===== config.mk =====
export PLATFORM = sky130hd
export DESIGN_NAME = vlsu_ctrl_machine_mc
export DESIGN_NICKNAME = d
export VERILOG_FILES = /design/src/rtl/vlsu_pkg.sv /design/src/rtl/vlsu_meta_fifo.sv /design/src/rtl/vlsu_ctrl_machine_mc.sv
export SDC_FILE = /design/constraint.sdc
export NUM_CORES = 1
export LEC_CHECK = 0
export CORE_MARGIN = 2
export CORE_UTILIZATION = 45
export CTS_CLUSTER_DIAMETER = 40
export DETAILED_ROUTE_END_ITERATION = 10
export PLACE_DENSITY = 0.74
export SLEW_MARGIN = 20
export SYNTH_ARGS = -nofsm -noshare
export SYNTH_HDL_FRONTEND = slang
export SYNTH_HIERARCHICAL = 1
export SYNTH_SLANG_ARGS = --single-unit

===== constraint.sdc =====
create_clock -name clk_i -period 6.46 [get_ports clk_i]
set_input_delay 0.969 -clock clk_i [delete_from_list [all_inputs] [get_ports clk_i]]
set_output_delay 0.969 -clock clk_i [all_outputs]
set_load 0.01 [all_outputs]

===== src/rtl/vlsu_pkg.sv =====
`default_nettype none
//============================================================================
// Module      : vlsu_pkg
// Description : Shared types and helpers for the multi-requester VLSU
//               control machine: FSM encoding, burst metadata record and
//               the burst-length computation.
// Revision    : 1.0 - initial release
//============================================================================
package vlsu_pkg;

    localparam int unsigned PAGE_BYTES      = 4096;
    localparam int unsigned MAX_BURST_LIMIT = 256;
    localparam int unsigned META_SRC_W      = 8;

    typedef enum logic [0:0] {
        ST_IDLE  = 1'b0,
        ST_ISSUE = 1'b1
    } state_e;

    typedef struct packed {
        logic [META_SRC_W-1:0] src;
        logic                  write;
        logic [8:0]            beats;
        logic                  last;
    } meta_t;

    // Largest legal burst: limited by what is left, the AXI burst cap and
    // the distance to the next 4 KiB page boundary.
    function automatic logic [8:0] burst_len(
        input logic [31:0] remaining,
        input logic [11:0] addr_lo,
        input int unsigned beat_bytes,
        input int unsigned max_beats
    );
        logic [31:0] page_beats;
        logic [31:0] lim;
        page_beats = (32'(PAGE_BYTES) - {20'd0, addr_lo}) / beat_bytes;
        lim = remaining;
        if (32'(max_beats) < lim) lim = 32'(max_beats);
        if (page_beats < lim)     lim = page_beats;
        return lim[8:0];
    endfunction

endpackage
`default_nettype wire


===== src/rtl/vlsu_meta_fifo.sv =====
`default_nettype none
//============================================================================
// Module      : vlsu_meta_fifo
// Description : Small power-of-two deep FIFO carrying per-burst metadata
//               from the AX issue side to the data controller.
// Revision    : 1.0 - initial release
//============================================================================
module vlsu_meta_fifo #(
    parameter type         T     = logic,
    parameter int unsigned DEPTH = 4
) (
    input  logic clk_i,
    input  logic rst_i,
    input  logic push_i,
    input  T     data_i,
    output logic full_o,
    input  logic pop_i,
    output logic valid_o,
    output T     data_o
);

    localparam int unsigned PTR_W = $clog2(DEPTH);

    T                 mem_q [DEPTH];
    T                 mem_d [DEPTH];
    logic [PTR_W-1:0] wr_ptr_q, wr_ptr_d;
    logic [PTR_W-1:0] rd_ptr_q, rd_ptr_d;
    logic [PTR_W:0]   count_q, count_d;
    logic             w_push;
    logic             w_pop;

    assign valid_o = (count_q != '0);
    assign full_o  = (count_q == (PTR_W+1)'(DEPTH));
    assign data_o  = mem_q[rd_ptr_q];

    // Pointer/count update; a push into a full FIFO only lands when the head leaves the same cycle.
    always_comb begin
        mem_d    = mem_q;
        wr_ptr_d = wr_ptr_q;
        rd_ptr_d = rd_ptr_q;
        count_d  = count_q;
        w_pop    = pop_i && valid_o;
        w_push   = push_i && (!full_o || w_pop);
        if (w_push) begin
            mem_d[wr_ptr_q] = data_i;
            wr_ptr_d        = wr_ptr_q + 1'b1;
        end
        if (w_pop) begin
            rd_ptr_d = rd_ptr_q + 1'b1;
        end
        case ({w_push, w_pop})
            2'b10:   count_d = count_q + 1'b1;
            2'b01:   count_d = count_q - 1'b1;
            default: count_d = count_q;
        endcase
    end

    // Storage and pointer registers.
    always_ff @(posedge clk_i or posedge rst_i) begin
        if (rst_i) begin
            for (int i = 0; i < int'(DEPTH); i++) mem_q[i] <= '0;
            wr_ptr_q <= '0;
            rd_ptr_q <= '0;
            count_q  <= '0;
        end else begin
            for (int i = 0; i < int'(DEPTH); i++) mem_q[i] <= mem_d[i];
            wr_ptr_q <= wr_ptr_d;
            rd_ptr_q <= rd_ptr_d;
            count_q  <= count_d;
        end
    end

endmodule
`default_nettype wire


===== src/rtl/vlsu_ctrl_machine_mc.sv =====
`default_nettype none
//============================================================================
// Module      : vlsu_ctrl_machine_mc
// Description : Round-robin arbitration of vector memory requests, split
//               into AXI bursts (burst cap and 4 KiB boundaries), metadata
//               FIFO for the data controller and store B-response tracking.
//               Optional macro VLSU_CTRL_LDST_ORDER_EN holds loads back
//               while any store is outstanding or being issued.
// Revision    : 1.0 - initial release
//============================================================================
module vlsu_ctrl_machine_mc
    import vlsu_pkg::*;
#(
    parameter int unsigned NR_REQ          = 2,
    parameter int unsigned ADDR_WIDTH      = 32,
    parameter int unsigned BEATS_WIDTH     = 16,
    parameter int unsigned AXI_DATA_WIDTH  = 64,
    parameter int unsigned MAX_BURST_BEATS = 256,
    parameter int unsigned META_DEPTH      = 4,
    parameter int unsigned MAX_OUTSTANDING = 8,
    localparam int unsigned SRC_W          = (NR_REQ > 1) ? $clog2(NR_REQ) : 1
) (
    input  logic                          clk_i,
    input  logic                          rst_i,
    input  logic [NR_REQ-1:0]             req_valid_i,
    output logic [NR_REQ-1:0]             req_ready_o,
    input  logic [NR_REQ-1:0]             req_store_i,
    input  logic [NR_REQ*ADDR_WIDTH-1:0]  req_addr_i,
    input  logic [NR_REQ*BEATS_WIDTH-1:0] req_beats_i,
    output logic                          ax_valid_o,
    input  logic                          ax_ready_i,
    output logic                          ax_write_o,
    output logic [ADDR_WIDTH-1:0]         ax_addr_o,
    output logic [7:0]                    ax_len_o,
    output logic [SRC_W-1:0]              ax_src_o,
    output logic                          meta_valid_o,
    input  logic                          meta_ready_i,
    output meta_t                         meta_o,
    input  logic                          b_valid_i,
    output logic                          b_ready_o,
    output logic                          st_pending_o,
    output logic                          busy_o
);

    localparam int unsigned BEAT_BYTES = AXI_DATA_WIDTH / 8;
    localparam int unsigned OUT_W      = $clog2(MAX_OUTSTANDING + 1);

    state_e                 state_q, state_d;
    logic [SRC_W-1:0]       ptr_q, ptr_d;
    logic [SRC_W-1:0]       src_q, src_d;
    logic                   write_q, write_d;
    logic [ADDR_WIDTH-1:0]  addr_q, addr_d;
    logic [BEATS_WIDTH-1:0] remaining_q, remaining_d;
    logic [OUT_W-1:0]       outstanding_q, outstanding_d;

    logic [NR_REQ-1:0]      w_eligible;
    logic                   w_load_ok;
    logic                   w_found;
    logic [SRC_W-1:0]       w_winner;
    int                     w_idx;
    logic [8:0]             w_blen;
    logic [BEATS_WIDTH-1:0] w_rem_next;
    logic                   w_fifo_full;
    logic                   w_ax_valid;
    logic                   w_ax_hs;
    logic                   w_aw_hs;
    logic                   w_b_hs;
    meta_t                  w_meta_in;

`ifdef VLSU_CTRL_LDST_ORDER_EN
    assign w_load_ok = (outstanding_q == '0) && !(state_q == ST_ISSUE && write_q);
`else
    assign w_load_ok = 1'b1;
`endif

    assign w_eligible = req_valid_i & (req_store_i | {NR_REQ{w_load_ok}});

    // Round-robin search over eligible channels starting at the pointer.
    always_comb begin
        w_found  = 1'b0;
        w_winner = '0;
        w_idx    = 0;
        for (int i = 0; i < int'(NR_REQ); i++) begin
            w_idx = int'(ptr_q) + i;
            if (w_idx >= int'(NR_REQ)) w_idx = w_idx - int'(NR_REQ);
            if (!w_found && w_eligible[w_idx[SRC_W-1:0]]) begin
                w_found  = 1'b1;
                w_winner = w_idx[SRC_W-1:0];
            end
        end
    end

    assign w_blen      = burst_len(32'(remaining_q), addr_q[11:0], BEAT_BYTES, MAX_BURST_BEATS);
    assign w_rem_next  = remaining_q - BEATS_WIDTH'(w_blen);
    assign w_ax_valid  = (state_q == ST_ISSUE) && !w_fifo_full &&
                         !(write_q && outstanding_q == OUT_W'(MAX_OUTSTANDING));
    assign w_ax_hs     = w_ax_valid && ax_ready_i;
    assign w_aw_hs     = w_ax_hs && write_q;
    assign w_b_hs      = b_valid_i && b_ready_o;

    assign w_meta_in.src   = META_SRC_W'(src_q);
    assign w_meta_in.write = write_q;
    assign w_meta_in.beats = w_blen;
    assign w_meta_in.last  = (32'(remaining_q) == 32'(w_blen));

    assign req_ready_o  = (state_q == ST_IDLE && w_found) ? (NR_REQ'(1) << w_winner) : '0;
    assign ax_valid_o   = w_ax_valid;
    assign ax_write_o   = write_q;
    assign ax_addr_o    = addr_q;
    assign ax_len_o     = (state_q == ST_ISSUE) ? 8'(w_blen - 9'd1) : 8'd0;
    assign ax_src_o     = src_q;
    assign b_ready_o    = (outstanding_q != '0);
    assign st_pending_o = (outstanding_q != '0);
    assign busy_o       = (state_q != ST_IDLE) || meta_valid_o || (outstanding_q != '0);

    // Request capture, burst walk and outstanding-store bookkeeping.
    always_comb begin
        state_d       = state_q;
        ptr_d         = ptr_q;
        src_d         = src_q;
        write_d       = write_q;
        addr_d        = addr_q;
        remaining_d   = remaining_q;
        outstanding_d = outstanding_q;
        case (state_q)
            ST_IDLE: begin
                if (w_found) begin
                    src_d       = w_winner;
                    write_d     = req_store_i[w_winner];
                    addr_d      = req_addr_i[int'(w_winner)*ADDR_WIDTH +: ADDR_WIDTH];
                    remaining_d = req_beats_i[int'(w_winner)*BEATS_WIDTH +: BEATS_WIDTH];
                    ptr_d       = (int'(w_winner) == int'(NR_REQ) - 1) ? '0 : w_winner + 1'b1;
                    if (remaining_d != '0) state_d = ST_ISSUE;
                end
            end
            ST_ISSUE: begin
                if (w_ax_hs) begin
                    addr_d      = addr_q + ADDR_WIDTH'(w_blen) * ADDR_WIDTH'(BEAT_BYTES);
                    remaining_d = w_rem_next;
                    if (w_rem_next == '0) state_d = ST_IDLE;
                end
            end
            default: state_d = ST_IDLE;
        endcase
        case ({w_aw_hs, w_b_hs})
            2'b10:   outstanding_d = outstanding_q + 1'b1;
            2'b01:   outstanding_d = outstanding_q - 1'b1;
            default: outstanding_d = outstanding_q;
        endcase
    end

    // State registers; reset discards any partially issued request.
    always_ff @(posedge clk_i or posedge rst_i) begin
        if (rst_i) begin
            state_q       <= ST_IDLE;
            ptr_q         <= '0;
            src_q         <= '0;
            write_q       <= 1'b0;
            addr_q        <= '0;
            remaining_q   <= '0;
            outstanding_q <= '0;
        end else begin
            state_q       <= state_d;
            ptr_q         <= ptr_d;
            src_q         <= src_d;
            write_q       <= write_d;
            addr_q        <= addr_d;
            remaining_q   <= remaining_d;
            outstanding_q <= outstanding_d;
        end
    end

    vlsu_meta_fifo #(
        .T     (meta_t),
        .DEPTH (META_DEPTH)
    ) u_meta_fifo (
        .clk_i   (clk_i),
        .rst_i   (rst_i),
        .push_i  (w_ax_hs),
        .data_i  (w_meta_in),
        .full_o  (w_fifo_full),
        .pop_i   (meta_ready_i),
        .valid_o (meta_valid_o),
        .data_o  (meta_o)
    );

endmodule
`default_nettype wire


Word level (Yosys, flattened, before mapping)
Index checks and enable logic that the tools add are counted.
Widths: inputs -> output; s select.
- flip-flop bits (word level): 139
- input port bits: 105
- output and inout port bits: 68
- word-level logic and storage cells: 126
- add/subtract/negate cells: 14
- magnitude comparators: 10
- equal/unequal tests: 9
- shift-type cells: 3
- multiplexer cells: 36
- bitwise operators: 3
- reductions and logical operators: 25
- operator list (operator ; number):
    $bwmux 76 ; 1
    $mux 32 ; 2
    $pmux 32 s2 ; 1
    $shiftx 64x7->32 ; 1
    $mux 19 ; 3
    $mux 16 ; 3
    $bmux 19 s2 ; 1
    $demux 19 s2 ; 1
    $add 32x12->32 ; 1
    $pmux 16 s2 ; 1
    $shiftx 32x6->16 ; 1
    $lt 29x16->1 ; 1
    $mux 1 ; 17
    $eq 16x9->1 ; 1
    $logic_not 16->1 ; 1
    $lt 9x16->1 const A ; 1
    $reduce_bool 16->1 ; 1
    $sub 16x9->16 ; 1
    $sub 13x12->14 const A ; 1
    $logic_and 1x1->1 ; 11
    $mux 9 ; 1
    $mux 8 ; 1
    $pmux 4 s2 ; 1
    $sub 8x1->8 const B ; 1
    other kinds (31) ; 45

Depth between registers and ports, before layout
- word-level depth: 13
- depth in mapped cells: 27
- gate-level depth less buffers: 25

Hierarchy
Netlist, hierarchy kept.
- by module, submodules not included (module ; times used ; cells an instance ; area each (um^2) ; seq. area each (um^2)):
    vlsu_ctrl_machine_mc ; 1 ; 842 ; 5849.4 ; 1401.3
    vlsu_meta_fifo ; 1 ; 221 ; 3703.6 ; 2077.0

Least setup slack after synthesis
No wires, ideal clock.
- path type: reg2reg
- from: reg remaining_q[10]
- to: reg addr_q[31] (netlist: ax_addr_o[31])
- arrival time: 5.984 ns
- data required time: 6.329 ns
- setup slack: 0.345 ns
- stages on the path, launching flop included: 28
- path buffers: 2
- period minus slack after synthesis: 6.115 ns
- cells stage by stage: dfrtp_1 > buf_2 > or3_4 > nor3_1 > and2_1 > clkbuf_1 > nand2_1 > ha_1 > a21o_1 > a221oi_1 > o21a_1 > and2_1 > a21oi_1 > a21oi_1 > ha_1 > inv_1 > fa_1 > nor2b_1 > o21ai_0 > a21boi_0 > o21ai_0 > nand2b_1 > a21o_1 > maj3_1 > maj3_1 > nand2_1 > o311a_1 > or3_1
- longest elaborated chain between the ends: 7
- RTL lines (item ; line ; source):
    start, declared ; vlsu_ctrl_machine_mc.sv:53 ; logic [BEATS_WIDTH-1:0] remaining_q, remaining_d;
    start signal, assigned ; vlsu_ctrl_machine_mc.sv:168 ; remaining_q <= remaining_d;
    $lt 9x16->1 ; vlsu_pkg.sv:39 ; if (32'(max_beats) < lim) lim = 32'(max_beats);
    $mux 16 * ; vlsu_pkg.sv:39 ;
    $lt 29x16->1 ; vlsu_pkg.sv:40 ; if (page_beats < lim) lim = page_beats;
    $mux 9 * ; vlsu_pkg.sv:40 ;
    named net w_blen[0] ; vlsu_ctrl_machine_mc.sv:61 ; logic [8:0] w_blen;
    $add 32x12->32 * ; vlsu_ctrl_machine_mc.sv:138 ; addr_d = addr_q + ADDR_WIDTH'(w_blen) * ADDR_WIDTH'(BEAT_BYTES);
    $mux 32 * ; vlsu_ctrl_machine_mc.sv:137 ; if (w_ax_hs) begin
    $pmux 32 s2 * ; vlsu_ctrl_machine_mc.sv:125 ; case (state_q)
    end signal, assigned ; vlsu_ctrl_machine_mc.sv:167 ; addr_q <= addr_d;
    end, declared ; vlsu_ctrl_machine_mc.sv:52 ; logic [ADDR_WIDTH-1:0] addr_q, addr_d;
The timed path passes the listed nets; every way through them passes the cells marked *. The select of a mux whose other input is x is not followed.
A chain may end at the register's enable or synchronous reset.

Worst setup path after layout
- from: reg remaining_q[1]
- to: out ax_len_o[6]
- longest elaborated chain between the ends: 6
- RTL lines (item ; line ; source):
    $lt 9x16->1 ; vlsu_pkg.sv:39 ;
    $mux 16 * ; vlsu_pkg.sv:39 ;
    $lt 29x16->1 ; vlsu_pkg.sv:40 ;
    $mux 9 * ; vlsu_pkg.sv:40 ;
    $sub 8x1->8 * ; vlsu_ctrl_machine_mc.sv:110 ; assign ax_len_o = (state_q == ST_ISSUE) ? 8'(w_blen - 9'd1) : 8'd0;
    $mux 8 * ; vlsu_ctrl_machine_mc.sv:110 ;
    end, declared ; vlsu_ctrl_machine_mc.sv:34 ; output logic [7:0] ax_len_o,
Mark *: on every way between the ends. The rest lies on a longest branch, timed or not.

==> run metrics <==
number of flops mapped to enable cells by yosys 0; Via density 5.74; worst-skew pair later-pin latency between 0.4 and 0.5 ns; Critical Path Sink Type primary output; Critical R2R Launch remaining_q[1]; total grt overflow 0; dominant cell type by area after synthesis dfrtp_1; HP Start outstanding_q[3]; Ys Warns 6; initial core utilization a little under half; final hold vios 0; pin count of the biggest net entering global routing 84; clock skew 0.0115 ns; Reg clk slew, reported paths 0.06 ns; Seq cells post-synth 139; Reg2Reg Capture Point ax_addr_o[29]; Layout area overhead 32.2%; RSZ-0062 raised after global routing no; clock buffer depth 2; post-synth top area share a little over a third; setup tns final 0 ns; Critical Path AT slightly above 5 ns; kind of critical path reg2out; Worst Hold Endpoint outstanding_q[3]; H-tree depth 4; Hold Path Stages 1; gr usage total 27.1%; Synth Instances around 1100; dominant register cell in the synthesized netlist dfrtp_1; n_diodes 0; Hold Worst Slack 0.485 ns; routability cong. ~0.99; Row Count 53; Worst EP required 5.49 ns; fraction of layout cells with a size suffix above 1 between 10% and 20%; first-pass GRT wire length 47400 um; PwrDens 570 mW/mm^2; Relative slew margins around 25%; Seq/Total Area, Yosys between 30% and 40%; fin crit period 6.11 ns; top post-synthesis cells by area dfrtp_1, mux2_2, nand2_1; number of max-cap violations 0; DIE AREA roughly 0.022 sq mm; IO buf count 172; CTS tree built; core area between 0.02 and 0.025 sq mm; clock root buffer clkbuf_16; initial antenna violation count 0; DRT Pass-1 Iters 5; peak supply drop 278 uV; cell area after synthesis about 0.0096 sq mm; clock sink count roughly 140; Hold Crit Class reg2reg; multi-input gate area in the final layout between 0.005 and 0.006 sq mm; io pins 173; WL/cell 19.1 um; Setup crit start kind flip-flop; count of final setup violators 0; Reg2Reg Setup Slack ~0.43 ns; routed via count about 9000; Pleak about 5.4 nW; worst-case reg-to-reg path depth 27; vias in the first global route roughly 9000; Worst Max-Slew Pin Slew 1.12 ns; Distinct cells, synth between 70 and 80; Fill cells roughly 1800; die height about 150 um; nets@finish ~1400; total wire length just under 30000 um; fmax between 150 and 200 MHz; sequential standard cell area roughly 0.0035 sq mm; post-place setup slack roughly 0.11 ns; Tcrit/Tclk final a little over nine tenths; ANT nets after route 0; Post-synth ARST share 100%; CP Max Fanout 12; final worst setup slack about 0.35 ns; hpwl dp between 20000 and 25000 um; Critical Path Start remaining_q[1]; Residual DRC 0; die width 150 um; syn avg cell area ~9.0 sq um; Final Max Tran Viols 0; hold buffers post-CTS 0; DRT iter0 DRCs slightly below 800; cts bufs inserted 17; outcome complete, no violations
[worst max-delay path, stage by stage (launching register included)]
cell	delay (ns)
dfrtp_1	0.37
or4_1	0.60
o31ai_4	0.23
and2_1	0.15
buf_4	0.20
nand2_1	0.07
ha_1	0.31
a21o_1	0.20
a221oi_2	0.30
o21a_1	0.18
buf_4	0.18
a21oi_1	0.12
nand2_1	0.10
nand2_1	0.12
or2_2	0.37
or4_1	0.46
nor3_2	0.27
buf_4	0.15
nor2_1	0.04
nor2_1	0.10
dlymetal6s2s_1	0.20
[cell type report]
cell class,instances,area share [%]
multi-input combinational,854,46.8
sequential,139,27.5
timing repair buffer,226,16.9
clock buffer,19,3.51
tap,275,2.72
clock inverter,13,1.44
inverter,35,1.04
[cells in the final DEF (no fill, tap or decap), types with 10 or more instances in the layout]
cell type / synthesis / routed
mux4_2: 19 / 19
clkdlybuf4s50_1: 0 / 168
xor2_1: 15 / 15
a31oi_1: 10 / 10
inv_1: 34 / 32
ha_1: 26 / 26
clkbuf_16: 0 / 17
conb_1: 2 / 29
and3_1: 12 / 12
mux2i_1: 16 / 16
dfrtp_1: 139 / 138
nor3_1: 18 / 15
nor2_1: 71 / 68
xnor2_1: 22 / 20
a21oi_1: 72 / 72
o21ai_0: 70 / 69
nand3_1: 34 / 33
buf_4: 1 / 53
nand2_1: 181 / 181
mux2_2: 81 / 81
[metrics by stage]
stage | util (%) | instances | total power [mW] | instance area [sq um]
after floorplan | - | 1090 | 4.39 | 9650
after global placement | 56.6 | 1528 | 5.96 | 11900
after detailed placement | 56.6 | 1528 | 6.03 | 11900
after CTS | 59.8 | 1560 | 7.14 | 12500
after global routing | 60.3 | 1561 | 7.69 | 12600
final | 60.3 | 1561 | 7.20 | 12600
[routing by layer]
metal	track usage, %	up-vias	wire length [um]
li1	-	4242	-
met1	37.6	4335	13000
met2	44.3	334	14300
met3	4.18	51	1830
met4	7.83	0	656
met5	0	-	0
[power by group]
part / switching [mW] / total (mW) / internal (mW)
Clock: 0.410 / 1.04 / 0.629
Combinational: 2.42 / 4.57 / 2.15
Sequential: 0.330 / 1.59 / 1.26
[kinds of logic after synthesis]
logic type | Yosys count | share of synthesized area (%)
xor+xnor | 37 | 3.39
compound gates | 248 | 16.2
simple gates | 391 | 19.4
buf+inv | 97 | 4.34
fa+ha+maj | 33 | 4.45
mux | 116 | 15.7
other cells | 2 | 0.0786
flops | 139 | 36.4
[how the worst max path moves through the flow]
stage,end,slack [ns],cells after the start
after floorplan,ax_addr_o[31],0.34,27
after global placement,ax_len_o[7],0.28,14
after detailed placement,ax_len_o[7],0.11,14
after global routing,ax_addr_o[29],0.04,24
final,ax_len_o[6],0.35,20
after CTS,ax_len_o[5],0.06,19
[flip-flops by register name, indices dropped and copies added, names as in the netlist]
name	count
u_meta_fifo/rd_ptr_q	2
u_meta_fifo/count_q	3
ax_write_o	1
state_q	1
ax_addr_o	32
remaining_q	16
ptr_q	1
u_meta_fifo/mem_q	76
outstanding_q	4
u_meta_fifo/wr_ptr_q	2
ax_src_o	1
[synth_stat cells, types with 4 or more instances]
cell / count
nand4_1: 9
clkbuf_1: 47
a21oi_1: 72
buf_2: 7
a31oi_1: 10
mux4_2: 19
and3_1: 12
o22ai_1: 9
a211oi_1: 9
nor2_1: 71
xnor2_1: 22
a21o_1: 7
o21ai_1: 4
o21ai_0: 70
xor2_1: 15
nor2_2: 4
nor3_1: 18
or3_1: 7
a21boi_0: 4
and2_1: 5
or4_1: 8
a22oi_1: 5
maj3_1: 4
o211ai_1: 9
nor4_1: 9
nand2_1: 181
nand3_1: 34
o31ai_1: 5
nand2b_1: 6
mux2i_1: 16
inv_1: 34
buf_6: 5
dfrtp_1: 139
mux2_2: 81
and4_1: 5
ha_1: 26
a311oi_1: 4
o31a_1: 5
[repair_timing]
action	CTS	global route
gates resized for setup	9	15
buffers inserted	0	1
endpoints found under the setup margin	4	6
pin swaps	0	1
No activity file was read; power rests on OpenSTA's default activity.
